### src/rtl/decode_pkg.sv
// Shared decode constants, ALU op encoding, FSM states and the funct3 mapping helper.
package decode_pkg;

   localparam int unsigned ILEN = 32;

   typedef logic [ILEN-1:0] instr_t;

   localparam logic [6:0] OPC_R   = 7'b0110011;
   localparam logic [6:0] OPC_I   = 7'b0010011;
   localparam logic [6:0] OPC_LUI = 7'b0110111;

   localparam logic [2:0] F3_ADD_SUB = 3'b000;
   localparam logic [2:0] F3_SLL     = 3'b001;
   localparam logic [2:0] F3_SLT     = 3'b010;
   localparam logic [2:0] F3_SLTU    = 3'b011;
   localparam logic [2:0] F3_XOR     = 3'b100;
   localparam logic [2:0] F3_SRL_SRA = 3'b101;
   localparam logic [2:0] F3_OR      = 3'b110;
   localparam logic [2:0] F3_AND     = 3'b111;

   localparam logic [6:0] F7_BASE = 7'b0000000;
   localparam logic [6:0] F7_ALT  = 7'b0100000;

   typedef enum logic [3:0] {
      ALU_ADD  = 4'd0,
      ALU_SUB  = 4'd1,
      ALU_AND  = 4'd2,
      ALU_OR   = 4'd3,
      ALU_XOR  = 4'd4,
      ALU_SLL  = 4'd5,
      ALU_SLT  = 4'd6,
      ALU_SLTU = 4'd7,
      ALU_SRA  = 4'd8,
      ALU_SRL  = 4'd9
   } alu_op_e;

   typedef enum logic [2:0] {
      S_IDLE   = 3'd0,
      S_DECODE = 3'd1,
      S_READ   = 3'd2,
      S_EXEC   = 3'd3,
      S_WB     = 3'd4
   } state_e;

   // Source of the second ALU operand.
   typedef enum logic [1:0] {
      SRC_RS2   = 2'd0,
      SRC_IMM   = 2'd1,
      SRC_SHAMT = 2'd2,
      SRC_LUI   = 2'd3
   } bsel_e;

   // Operation selected by funct3 when funct7 is the base encoding.
   function automatic alu_op_e f3_to_op(input logic [2:0] f3);
      case (f3)
         F3_ADD_SUB: f3_to_op = ALU_ADD;
         F3_SLL:     f3_to_op = ALU_SLL;
         F3_SLT:     f3_to_op = ALU_SLT;
         F3_SLTU:    f3_to_op = ALU_SLTU;
         F3_XOR:     f3_to_op = ALU_XOR;
         F3_SRL_SRA: f3_to_op = ALU_SRL;
         F3_OR:      f3_to_op = ALU_OR;
         default:    f3_to_op = ALU_AND;
      endcase
   endfunction

endpackage

### src/rtl/decode_ctrl_if.sv
// Instruction offer/accept handshake between fetch and the decoder.
interface decode_ctrl_if;
   import decode_pkg::*;

   instr_t instr_data;
   logic   instr_valid;
   logic   instr_ready;

   modport master (output instr_data, output instr_valid, input instr_ready);
   modport slave  (input instr_data, input instr_valid, output instr_ready);
endinterface

### src/rtl/imm_gen.sv
// Immediate extraction: I-immediate, shift amount and LUI immediate.
module imm_gen #(
   parameter int unsigned XLEN = 32
) (
   input  logic [31:12]     instr_hi,
   output logic [XLEN-1:0]  imm_i,
   output logic [XLEN-1:0]  shamt,
   output logic [XLEN-1:0]  imm_u
);

   logic signed [11:0] i12;
   logic signed [31:0] u32;

   // Signed temporaries so the width casts sign-extend.
   always_comb begin
      i12   = instr_hi[31:20];
      u32   = {instr_hi[31:12], 12'b0};
      imm_i = XLEN'(i12);
      shamt = XLEN'(instr_hi[24:20]);
      imm_u = XLEN'(u32);
   end

endmodule

### src/rtl/decode_ctrl.sv
// Multi-cycle RV32 integer decode/execute controller driving an external ALU and RF.
module decode_ctrl
   import decode_pkg::*;
#(
   parameter  int unsigned XLEN  = 32,
   parameter  int unsigned NREGS = 32,
   parameter  int unsigned CNT_W = 32,
   localparam int unsigned AW    = $clog2(NREGS)
) (
   input  logic              clk,
   input  logic              rst,
   decode_ctrl_if.slave      instr_if,
   output logic [3:0]        alu_op,
   output logic [XLEN-1:0]   alu_a,
   output logic [XLEN-1:0]   alu_b,
   input  logic [XLEN-1:0]   alu_result,
   output logic              rf_ce,
   output logic              rf_we,
   output logic [AW-1:0]     rf_rs1_addr,
   output logic [AW-1:0]     rf_rs2_addr,
   input  logic [XLEN-1:0]   rf_rs1_data,
   input  logic [XLEN-1:0]   rf_rs2_data,
   output logic [AW-1:0]     rf_wr_addr,
   output logic [XLEN-1:0]   rf_wr_data,
   output logic              illegal,
   output logic [CNT_W-1:0]  cycle_count,
   output logic [CNT_W-1:0]  instr_count
);

   state_e          state, state_d;
   instr_t          instr_q;
   logic [AW-1:0]   rd_q;

   logic [6:0]      opcode, funct7;
   logic [2:0]      funct3;
   alu_op_e         dec_op;
   bsel_e           dec_bsel;
   logic            dec_illegal;

   logic [XLEN-1:0] imm_i, shamt, imm_u;
   logic [XLEN-1:0] op_a_d, op_b_d;

   assign opcode = instr_q[6:0];
   assign funct3 = instr_q[14:12];
   assign funct7 = instr_q[31:25];

   imm_gen #(.XLEN(XLEN)) u_imm_gen (
      .instr_hi (instr_q[31:12]),
      .imm_i    (imm_i),
      .shamt    (shamt),
      .imm_u    (imm_u)
   );

   // Instruction classification from the latched word.
   always_comb begin
      dec_op      = ALU_ADD;
      dec_bsel    = SRC_RS2;
      dec_illegal = 1'b0;
      case (opcode)
         OPC_R: begin
            if (funct7 == F7_BASE) begin
               dec_op = f3_to_op(funct3);
            end else if (funct7 == F7_ALT) begin
               case (funct3)
                  F3_ADD_SUB: dec_op = ALU_SUB;
                  F3_SRL_SRA: dec_op = ALU_SRA;
                  default:    dec_illegal = 1'b1;
               endcase
            end else begin
               dec_illegal = 1'b1;
            end
         end
         OPC_I: begin
            dec_bsel = SRC_IMM;
            dec_op   = f3_to_op(funct3);
            case (funct3)
               F3_SLL: begin
                  dec_bsel    = SRC_SHAMT;
                  dec_illegal = (funct7 != F7_BASE);
               end
               F3_SRL_SRA: begin
                  dec_bsel = SRC_SHAMT;
                  if (funct7 == F7_ALT) begin
                     dec_op = ALU_SRA;
                  end else if (funct7 != F7_BASE) begin
                     dec_illegal = 1'b1;
                  end
               end
               default: ;
            endcase
         end
         OPC_LUI: begin
            dec_bsel = SRC_LUI;
            dec_op   = ALU_ADD;
         end
         default: dec_illegal = 1'b1;
      endcase
   end

   // Operand selection captured on READ exit.
   always_comb begin
      op_a_d = (dec_bsel == SRC_LUI) ? '0 : rf_rs1_data;
      case (dec_bsel)
         SRC_RS2:   op_b_d = rf_rs2_data;
         SRC_IMM:   op_b_d = imm_i;
         SRC_SHAMT: op_b_d = shamt;
         default:   op_b_d = imm_u;
      endcase
   end

   // State register.
   always_ff @(posedge clk) begin
      if (rst) state <= S_IDLE;
      else     state <= state_d;
   end

   // Next-state logic.
   always_comb begin
      state_d = state;
      case (state)
         S_IDLE:   if (instr_if.instr_valid) state_d = S_DECODE;
         S_DECODE: state_d = dec_illegal ? S_IDLE : S_READ;
         S_READ:   state_d = S_EXEC;
         S_EXEC:   state_d = S_WB;
         S_WB:     state_d = S_IDLE;
         default:  state_d = S_IDLE;
      endcase
   end

   // State-decoded strobes.
   always_comb begin
      instr_if.instr_ready = 1'b0;
      rf_ce                = 1'b0;
      rf_we                = 1'b0;
      illegal              = 1'b0;
      case (state)
         S_IDLE:   instr_if.instr_ready = 1'b1;
         S_DECODE: illegal = dec_illegal;
         S_READ:   rf_ce = 1'b1;
         S_WB: begin
            rf_ce = 1'b1;
            rf_we = (rd_q != '0);
         end
         default: ;
      endcase
   end

   // Datapath registers and performance counters.
   always_ff @(posedge clk) begin
      if (rst) begin
         instr_q     <= '0;
         rd_q        <= '0;
         rf_rs1_addr <= '0;
         rf_rs2_addr <= '0;
         alu_op      <= '0;
         alu_a       <= '0;
         alu_b       <= '0;
         rf_wr_addr  <= '0;
         rf_wr_data  <= '0;
         cycle_count <= '0;
         instr_count <= '0;
      end else begin
         cycle_count <= cycle_count + CNT_W'(1);
         case (state)
            S_IDLE: begin
               if (instr_if.instr_valid && instr_if.instr_ready) instr_q <= instr_if.instr_data;
            end
            S_DECODE: begin
               rf_rs1_addr <= AW'(instr_q[19:15]);
               rf_rs2_addr <= AW'(instr_q[24:20]);
               rd_q        <= AW'(instr_q[11:7]);
            end
            S_READ: begin
               alu_a  <= op_a_d;
               alu_b  <= op_b_d;
               alu_op <= dec_op;
            end
            S_EXEC: begin
               rf_wr_data <= alu_result;
               rf_wr_addr <= rd_q;
            end
            S_WB: instr_count <= instr_count + CNT_W'(1);
            default: ;
         endcase
      end
   end

endmodule

### src/flat_wrapper.sv
// flat-port wrapper written by rule: the top's interface ports become plain ports
module decode_ctrl_flat import decode_pkg::*;
#(
   parameter  int unsigned XLEN  = 32,
   parameter  int unsigned NREGS = 32,
   parameter  int unsigned CNT_W = 32,
   localparam int unsigned AW    = $clog2(NREGS)
)
  (clk, rst, alu_op, alu_a, alu_b, alu_result, rf_ce, rf_we, rf_rs1_addr, rf_rs2_addr, rf_rs1_data, rf_rs2_data, rf_wr_addr, rf_wr_data, illegal, cycle_count, instr_count, instr_if_instr_data, instr_if_instr_valid, instr_if_instr_ready);
  decode_ctrl_if instr_if_i ();
  input  logic clk;
  input  logic rst;
  output logic [3:0] alu_op;
  output logic [XLEN-1:0] alu_a;
  output logic [XLEN-1:0] alu_b;
  input  logic [XLEN-1:0] alu_result;
  output logic rf_ce;
  output logic rf_we;
  output logic [AW-1:0] rf_rs1_addr;
  output logic [AW-1:0] rf_rs2_addr;
  input  logic [XLEN-1:0] rf_rs1_data;
  input  logic [XLEN-1:0] rf_rs2_data;
  output logic [AW-1:0] rf_wr_addr;
  output logic [XLEN-1:0] rf_wr_data;
  output logic illegal;
  output logic [CNT_W-1:0] cycle_count;
  output logic [CNT_W-1:0] instr_count;
  input wire logic [$bits(instr_if_i.instr_data)-1:0] instr_if_instr_data;
  input wire logic [$bits(instr_if_i.instr_valid)-1:0] instr_if_instr_valid;
  output wire logic [$bits(instr_if_i.instr_ready)-1:0] instr_if_instr_ready;
  assign instr_if_i.instr_data = instr_if_instr_data;
  assign instr_if_i.instr_valid = instr_if_instr_valid;
  assign instr_if_instr_ready = instr_if_i.instr_ready;
  decode_ctrl #(.XLEN(XLEN), .NREGS(NREGS), .CNT_W(CNT_W)) u_core (.clk(clk), .rst(rst), .instr_if(instr_if_i), .alu_op(alu_op), .alu_a(alu_a), .alu_b(alu_b), .alu_result(alu_result), .rf_ce(rf_ce), .rf_we(rf_we), .rf_rs1_addr(rf_rs1_addr), .rf_rs2_addr(rf_rs2_addr), .rf_rs1_data(rf_rs1_data), .rf_rs2_data(rf_rs2_data), .rf_wr_addr(rf_wr_addr), .rf_wr_data(rf_wr_data), .illegal(illegal), .cycle_count(cycle_count), .instr_count(instr_count));
endmodule
### config.mk
export PLATFORM = sky130hd
export DESIGN_NAME = decode_ctrl_flat
export DESIGN_NICKNAME = d
export VERILOG_FILES = /design/src/rtl/decode_pkg.sv /design/src/rtl/decode_ctrl_if.sv /design/src/rtl/imm_gen.sv /design/src/rtl/decode_ctrl.sv /design/src/flat_wrapper.sv
export SDC_FILE = /design/constraint.sdc
export NUM_CORES = 1
export LEC_CHECK = 0
export ABC_AREA = 1
export BUFFER_PORTS_ARGS = -buffer_cell sky130_fd_sc_hd__buf_2
export CAP_MARGIN = 30
export CORE_MARGIN = 4
export CORE_UTILIZATION = 30
export CTS_CLUSTER_DIAMETER = 30
export DETAILED_ROUTE_END_ITERATION = 12
export HOLD_SLACK_MARGIN = 0.1
export PLACE_DENSITY = 0.56
export SYNTH_ARGS = -nofsm -noshare
export SYNTH_HDL_FRONTEND = slang
export SYNTH_SLANG_ARGS = --single-unit
### constraint.sdc
create_clock -name clk -period 1.45 [get_ports clk]
set_input_delay 0.145 -clock clk [delete_from_list [all_inputs] [get_ports clk]]
set_output_delay 0.145 -clock clk [all_outputs]
set_load 0.01 [all_outputs]
After elaboration in Yosys (flattened, before gate mapping)
Cells that the tools add are included.
{"block": "op_classes", "n_reduce_logical": 11, "n_mux": 25, "eq_ne": 18, "n_addsub": 2}
{"operator": "$pmux W32 S3", "n": 1}
{"operator": "$add A32 B1 Y32 const B", "n": 2}
{"operator": "$mux W32", "n": 1}
{"operator": "$pmux W4 S7", "n": 1}
{"operator": "$eq A7 B6 Y1 const B", "n": 3}
{"operator": "$mux W4", "n": 4}
{"operator": "$pmux W4 S2", "n": 2}
{"operator": "$eq A3 B2 Y1 const B", "n": 4}
{"operator": "$eq A3 B3 Y1 const B", "n": 4}
{"operator": "$pmux W3 S4", "n": 1}
{"operator": "$mux W1", "n": 9}
{"operator": "$eq A7 B5 Y1 const B", "n": 1}
{"operator": "$logic_not A7 Y1", "n": 1}
{"operator": "$reduce_bool A7 Y1", "n": 1}
{"operator": "$eq A3 B1 Y1 const B", "n": 2}
{"operator": "$logic_not A3 Y1", "n": 2}
{"operator": "$reduce_or A2 Y1", "n": 3}
{"operator": "$reduce_bool A5 Y1", "n": 1}
{"operator": "$eq A2 B2 Y1 const B", "n": 2}
{"operator": "$mux W2", "n": 2}
{"operator": "$pmux W2 S2", "n": 1}
{"operator": "$mux W3", "n": 1}
{"operator": "$pmux W1 S3", "n": 1}
{"operator": "$eq A2 B1 Y1 const B", "n": 1}
{"operator": "5 further kinds", "n": 5}
{"block": "totals", "register_bits": 219}

Depth between registers and ports, before layout
Gate-level depths: netlist of the first run.
{"block": "depth", "depth_word": 8, "ltp_mapped": 11, "ltp_nobuf": 11}

Modules after synthesis
From an unflattened synthesis of the first run, not the netlist that was laid out.
{"block": "hier_totals", "cells_unflattened": 1598, "hier_area_um2": 10890.4}
{"module": "decode_ctrl", "cells_per_inst": 1501, "seq_area_each_um2": 4384.2, "area_per_inst_um2": 10166.0, "instances": 1}
{"module": "imm_gen", "cells_per_inst": 97, "seq_area_each_um2": 0.0, "area_per_inst_um2": 724.4, "instances": 1}

Worst setup path before layout of the first run
Ideal clock, no wire load.
{"block": "synth_path", "path_kind": "reg2reg", "start": "register u_core.cycle_count[0]", "end": "register u_core.cycle_count[20]", "arrival_ns": 1.521, "setup_ns": 0.113, "path_stages_with_launch": 11, "slack_ns": -0.184, "period_less_slack_ns": 1.634, "cell_sequence": "dfxtp_1 ha_1 nand2_1 nor2_2 nand2_2 nor2_2 nand2_1 inv_2 nand3_1 nor2_1 nor2_1"}
{"block": "synth_between", "elab_chain_len": 1}
{"item": "from (decl)", "line_no": "decode_ctrl.sv:26", "rtl": "output logic [CNT_W-1:0] cycle_count,"}
{"item": "from (signal assigned)", "line_no": "decode_ctrl.sv:163", "rtl": "cycle_count <= cycle_count + CNT_W'(1);"}
{"item": "$add A32 B1 Y32", "line_no": "decode_ctrl.sv:163"}
No other way between the ends.
A chain may end at the register's enable or synchronous reset.

Worst setup path in the final report of the first run
{"block": "layout_path", "start": "register u_core.instr_q[3]", "end": "output port illegal"}
{"block": "layout_between", "elab_chain_len": 3, "word_cells_on_any_way": 5}
{"item": "from (decl)", "line_no": "decode_ctrl.sv:31", "rtl": "instr_t instr_q;"}
{"item": "from (signal assigned)", "line_no": "decode_ctrl.sv:166", "rtl": "if (instr_if.instr_valid && instr_if.instr_ready) instr_q <= instr_if.instr_data;"}
{"item": "$eq A7 B6 Y1 / $eq A7 B5 Y1 (equally long branches)", "line_no": "decode_ctrl.sv:59", "rtl": "case (opcode)"}
{"item": "$pmux W1 S3 *", "line_no": "decode_ctrl.sv:59"}
{"item": "$mux W1 *", "line_no": "decode_ctrl.sv:136", "rtl": "case (state)"}
{"item": "to (decl)", "line_no": "flat_wrapper.sv:25", "rtl": "output logic illegal;"}
Every way passes the cells marked *; elsewhere a longest branch is shown, timed or not.

==> results of run 1 <==
==> flip-flops by register name, indices dropped and copies added (netlist names) <==
signal,flops
u_core.instr_q,32
u_core.rf_rs2_addr,5
u_core.cycle_count,32
u_core.state,3
u_core.rf_rs1_addr,5
u_core.rd_q,5
u_core.rf_wr_addr,5
u_core.alu_op,4
u_core.rf_wr_data,32
u_core.alu_a,32
u_core.alu_b,32
u_core.instr_count,32
==> path summary, 6_finish.rpt <==
path,startpoint,endpoint,slack [ns],cells after the start
setup / recovery,u_core.instr_q[3],illegal,-0.47,8
hold / removal,alu_result[4],u_core.rf_wr_data[4],0.34,4
setup reg to reg,u_core.instr_q[2],u_core.alu_b[2],-0.22,11
hold reg to reg,u_core.alu_a[25],u_core.alu_a[25],0.46,2
==> what timing repair did <==
action | in CTS | in global routing
pin swaps | 23 | 103
gates resized for setup | 93 | 381
setup buffers | 22 | 32
hold buffers | 130 | 0
setup endpoints to repair | 83 | 149
gates cloned | 6 | 4
endpoints found under the hold margin | 130 | 0
==> metrics by stage <==
| stage | utilization [%] | cells | total power [mW] |
|---|---|---|---|
| global placement | 40.0 | 2177 | 7.19 |
| global route | 56.6 | 2473 | 20.9 |
| detailed placement | 40.0 | 2177 | 7.20 |
| CTS | 52.2 | 2438 | 20.3 |
| floorplan | - | 1382 | 6.77 |
| finish | 56.6 | 2475 | 20.2 |
==> worst max-delay path: cells and delay by family, from the launching register on <==
kind | cells | cell delay, ns
AND/OR/NAND/NOR | 5 | 0.59
AO/OA/AOI/OAI | 1 | 0.13
flip-flops | 1 | 0.32
buffers and inverters | 2 | 0.19
==> report_power, final <==
group          total, mW  switching (mW)  internal (mW)  leakage [nW]
Clock               12.7            3.77           8.91         0.960
Sequential          6.23          0.0655           6.16          1.79
Combinational       1.31           0.657          0.652          5.32
==> kinds of logic (layout without fill, tap and decap cells) <==
family          after synthesis  after routing
compound gates              290            290
xor+xnor                      5              5
fa+ha+maj                     2              2
buf+inv                     175            857
flops                       219            219
other cells                   0              8
simple gates                691            692
==> layout make-up <==
cell class                 instances  area [sq um]  area share (%)
inverter                         110           457            2.54
antenna                            8          20.0           0.112
clock inverter                    26           333            1.85
tap                              402           503            2.80
sequential                       219          4440            24.7
multi-input combinational        989          5690            31.7
clock buffer                      77          1610            8.98
timing repair buffer             644          4900            27.3
==> layer usage <==
metal / wire length, um / GRT usage (%) / part of all wire [%]
met5: 0 / 0 / 0
met4: 1250 / 6.92 / 3.0
met2: 20000 / 35.4 / 49
met3: 3240 / 6.46 / 7.9
met1: 16400 / 24.9 / 40
==> synth_stat cells (all sizes together) <==
cell	n	area share, %
a211oi	1	0.077
a21oi	148	7.6
a31oi	3	0.19
and3	2	0.13
buf	30	2.2
clkbuf	35	1.4
dfxtp	219	45
ha	2	0.26
inv	110	4.3
nand2	349	14
nand3	72	4.0
nand3b	10	0.77
nand4	14	0.97
nor2	214	8.9
nor3	28	1.9
o211ai	17	1.3
o21a	1	0.077
o21ai	117	6.0
o21ba	1	0.10
o21bai	1	0.077
o31ai	1	0.077
or2	2	0.13
xnor2	3	0.27
xor2	2	0.18
==> cell usage in the layout, fill, tap and decap left out, types with 12 or more instances in the layout <==
cell type	n
dfxtp_2	34
buf_4	147
nand2_4	22
a21oi_2	23
buf_2	308
nor2_1	130
a21oi_1	125
dfxtp_1	182
buf_12	18
o21ai_1	21
nand2_1	272
buf_6	28
nor2_2	47
clkbuf_16	60
inv_1	92
nand3_2	25
o21ai_2	32
o21ai_0	62
dlygate4sd3_1	130
o211ai_1	17
nor3_1	14
nand2_2	54
nor2_4	36
clkinv_2	12
nand3_1	44
nand4_1	13
==> results.yml, run 1 <==
pwr:
  irDropWorstVdd_mv: 1.36
  power_density_nw_per_um2: 1130
  p_leak_nw: 8.07
logic_synthesis:
  yosys_warnings: 0
  synth_cells: 1382
  synth_xor_area_share_pct: 0.452
  ys_seq_area_share_pct: 45.2
  synth_compound_area_share_pct: 15.6
  syn-cell-area_sq_um: 9690
  synth-simple-area-share_pct: 30.6
  ys_types: 41
  ys_ff_latch: 219
  synth_adder_area_share_pct: 0.258
  syn-mean-instance-area_sq_um: 7.01
  syn_nets: 1515
  synth_top_family_by_area: "simple AND/OR/NAND/NOR gates"
  synthMuxAreaShare_pct: 0
clock_network:
  cts_max_level: 2
  max-clock-path-buffers: 3
  cts_tree: "done"
  clock-sinks: 219
  clk-insertion-delay-late_ns: 0.54
  cts_buffers: 56
  cts_root_buf: "clkbuf_16"
  path_clk_slew_ns: 0.04
grt:
  grt_pass1_vias: 11700
  grt_pass1_wl_mm: 60.5
  gr-total-overflow: 0
  antenna_found_initial: 5
  track_usage_pct: 20.8
  grt_max_degree: 108
critical_path:
  crit_arrival_ns: 1.77
  critPathKind: "reg -> out"
  end_kind: "primary output"
  crit_path_frequent_cell: "nand2_1"
  crit_chain: "inv_2 -> nand4_1 -> nor2_2 -> nand2_1 -> nand2_1 -> nand2_2 -> a21oi_2 -> buf_4"
  required_ns: 1.31
  cp-start-kind: "flip-flop"
  slowest_delay_ns: 0.32
  crit_fanout: 2
  slowest_stage: "dfxtp_2"
sta:
  hold_slack_ns: 0.342
  final-max-slew-violation-count: 0
  rsz0062_at_grt: "yes"
  finClkSkew_ns: 0.0140
  max_slew_margin_pct: 60.1
  finalSetupTns_ns: -15.02
  period_share_pct: 132
  hold_violations: 0
  fmax_mhz: 521
  setup_violations: 115
  worst-slew-pin-transition_ns: 0.599
  fin_ws_ns: -0.469
  fin_crit_ns: 1.92
floorplanning:
  die_area_sq_um: 35300
  core_sq_um: 31700
  start_util_pct: 30.6
  die_h_um: 188
  rows: 65
  pin_count: 314
  die_w_um: 188
drt:
  ant_nets: 0
  wire_per_inst_um: 16.5
  drc: 0
  drtPass1Iterations: 5
  avgViaCountPerCell: 4.76
  vias: 11800
  drt_wl_total_mm: 40.9
  drt_iter0_drc: 557
placement:
  io_buffer_count: 313
  detailedPlace.worstSlack_ns: -0.121
  post-dp-hpwl_mm: 25.9
  routabilityCongestion: 0.894
  place_area_sq_um: 12700
layout:
  layout-drive-gt1-share_pct: 45.1
  fillCellCount: 2812
  final_net_count: 2153
  design_area_sq_um: 17900
  area_growth_pct: 85.2
worst_hold_path:
  min_path_type: "in -> reg"
status:
  status: "complete, but fails checks"
  failed_checks: "negative setup slack"
run:
  max_cap_viol_count: 0
No activity file was read; power rests on OpenSTA's default activity.
==> run 2: changes to the inputs <==
--- a/config.mk
+++ b/config.mk
@@ -14,6 +14,8 @@
 export DETAILED_ROUTE_END_ITERATION = 12
 export HOLD_SLACK_MARGIN = 0.1
 export PLACE_DENSITY = 0.56
+export RECOVER_POWER = 50
+export REMOVE_ABC_BUFFERS = 1
 export SYNTH_ARGS = -nofsm -noshare
 export SYNTH_HDL_FRONTEND = slang
 export SYNTH_SLANG_ARGS = --single-unit
==> results.yml, run 2 (synthesized netlist as in run 1, its figures left out) <==
sta:
  rsz0062_at_grt: "yes"
  hold_violations: 0
  fmax_mhz: 510
  setup_violations: 129
  finalSetupTns_ns: -18.69
  max_slew_margin_pct: 33.0
  finClkSkew_ns: 0.0156
  fin_ws_ns: -0.511
  final-max-slew-violation-count: 0
  period_share_pct: 135
  worst-slew-pin-transition_ns: 1.00
  fin_crit_ns: 1.96
floorplanning:
  core_sq_um: 31700
  die_w_um: 188
  pin_count: 314
  start_util_pct: 30.6
  rows: 65
  die_area_sq_um: 35300
  die_h_um: 188
drt:
  drt_iter0_drc: 680
  wire_per_inst_um: 15.8
  met2_length_mm: 19.0
  drc: 0
  drt_wl_total_mm: 38.7
  vias: 11800
  wl_met3_mm: 2.57
  ant_nets: 0
  avgViaCountPerCell: 4.82
  wl_met1_mm: 15.5
  top_layer: "met4"
  drtPass1Iterations: 5
layout:
  layout_common_cells: "nand2_1 (317), buf_2 (202), dfxtp_1 (183)"
  layout-drive-gt1-share_pct: 34.7
  final_net_count: 2125
  design_area_sq_um: 17300
  fin_util_pct: 54.4
  final_common_cell: "nand2_1"
  area_growth_pct: 78.1
  n_antenna_cell: 0
worst_hold_path:
  min_path_type: "in -> reg"
status:
  status: "complete, but fails checks"
  failed_checks: "negative setup slack"
critical_path:
  crit_buf_inv: 4
  critical_path.top_delay_family: "buffers and inverters"
  crit_arrival_ns: 1.82
  crit_chain: "inv_2 -> nand4_1 -> nor2_2 -> buf_4 -> nor2_4 -> inv_2 -> a21oi_2 -> buf_2"
  slowest_delay_ns: 0.35
  cp-start-kind: "flip-flop"
  crit_path_frequent_cell: "inv_2"
  end_kind: "primary output"
  crit_fanout: 5
  slowest_stage: "dfxtp_2"
  critPathKind: "reg -> out"
  required_ns: 1.31
grt:
  grt_max_degree: 108
  gr-total-overflow: 0
  grt_pass1_vias: 11800
  antenna_found_initial: 0
  track_usage_pct: 20.3
  grt_pass1_wl_mm: 59.6
pwr:
  power_density_nw_per_um2: 1220
  p_leak_nw: 7.28
  irDropWorstVdd_mv: 1.09
  p_total_mw: 21.0
run:
  max_cap_viol_count: 0
clock_network:
  cts_max_level: 2
  path_clk_slew_ns: 0.05
  max-clock-path-buffers: 3
  clk-insertion-delay-late_ns: 0.59
  cts_root_buf: "clkbuf_16"
  cts_tree: "done"
  cts_buffers: 60
  clock-sinks: 219
placement:
  detailedPlace.worstSlack_ns: -0.0517
  io_buffer_count: 313
  post-dp-hpwl_mm: 23.8
  place_area_sq_um: 12500
  routabilityCongestion: 0.849
-- run 2: cell count changes in the layout (fill, tap and decap cells not counted), moves of 14 or more --
cell      previous run  this run
buf_2              308       202
nand2_2             54        23
nand2_1            272       317
buf_4              147       110
clkbuf_1             9       116
nand2_4             22         7
a21oi_2             23         9
a21oi_1            125       139
-- run 2: worst paths after layout --
| kind | from | to | slack (ns) | depth (start not counted) |
|---|---|---|---|---|
| worst max-delay path | u_core.instr_q[3] | illegal | -0.51 | 8 |
| worst min-delay path | alu_result[4] | u_core.rf_wr_data[4] | 0.33 | 4 |
| worst max register to register | u_core.state[0] | u_core.rf_wr_data[13] | -0.26 | 10 |
| worst min register to register | u_core.instr_q[7] | u_core.instr_q[7] | 0.46 | 2 |
-- run 2: worst register-to-register path, cell delays in order (launching register included) --
cell and delay, ns:
dfxtp_2 0.34, inv_4 0.05, buf_6 0.11, buf_6 0.10, buf_6 0.10, buf_6 0.11, nor3_4 0.25, clkinv_4 0.16
buf_4 0.19, nor2_2 0.14, nor2_1 0.07
-- run 2: report_power, final --
part           internal (mW)  switching (mW)  total, mW
logic                  0.698           0.638       1.34
clock network           9.34            4.14       13.5
registers               6.16          0.0643       6.23
-- run 2: layer usage --
layer  track usage (%)  up-vias
met3              6.09      106
li1                  -     5759
met2              35.1      444
met1              23.0     5473
met5                 0        -
met4              9.57        0
-- run 2: metrics by stage --
stage | instances | hold slack [ns]
2_1_floorplan | 1317 | 0.212
3_3_place_gp | 2155 | 0.368
3_5_place_dp | 2155 | 0.376
4_1_cts | 2423 | 0.289
5_1_grt | 2446 | 0.329
6_report | 2446 | 0.326
-- run 2: layout make-up --
class	count	area (sq um)
fillers	2970	14500
multi-input cells	989	5260
repair buffers	612	4520
flip-flops and latches	219	4440
clock buffers	78	1670
well taps	402	503
inverters	110	440
clock inverters	36	430
-- run 2: repair_timing --
item / in CTS / in global routing
buffers inserted: 19 / 18
endpoints found under the hold margin: 154 / 0
gates resized for setup: 101 / 239
endpoints found under the setup margin: 64 / 195
pin swaps: 25 / 70
cloned: 5 / 10
hold buffers: 130 / 0
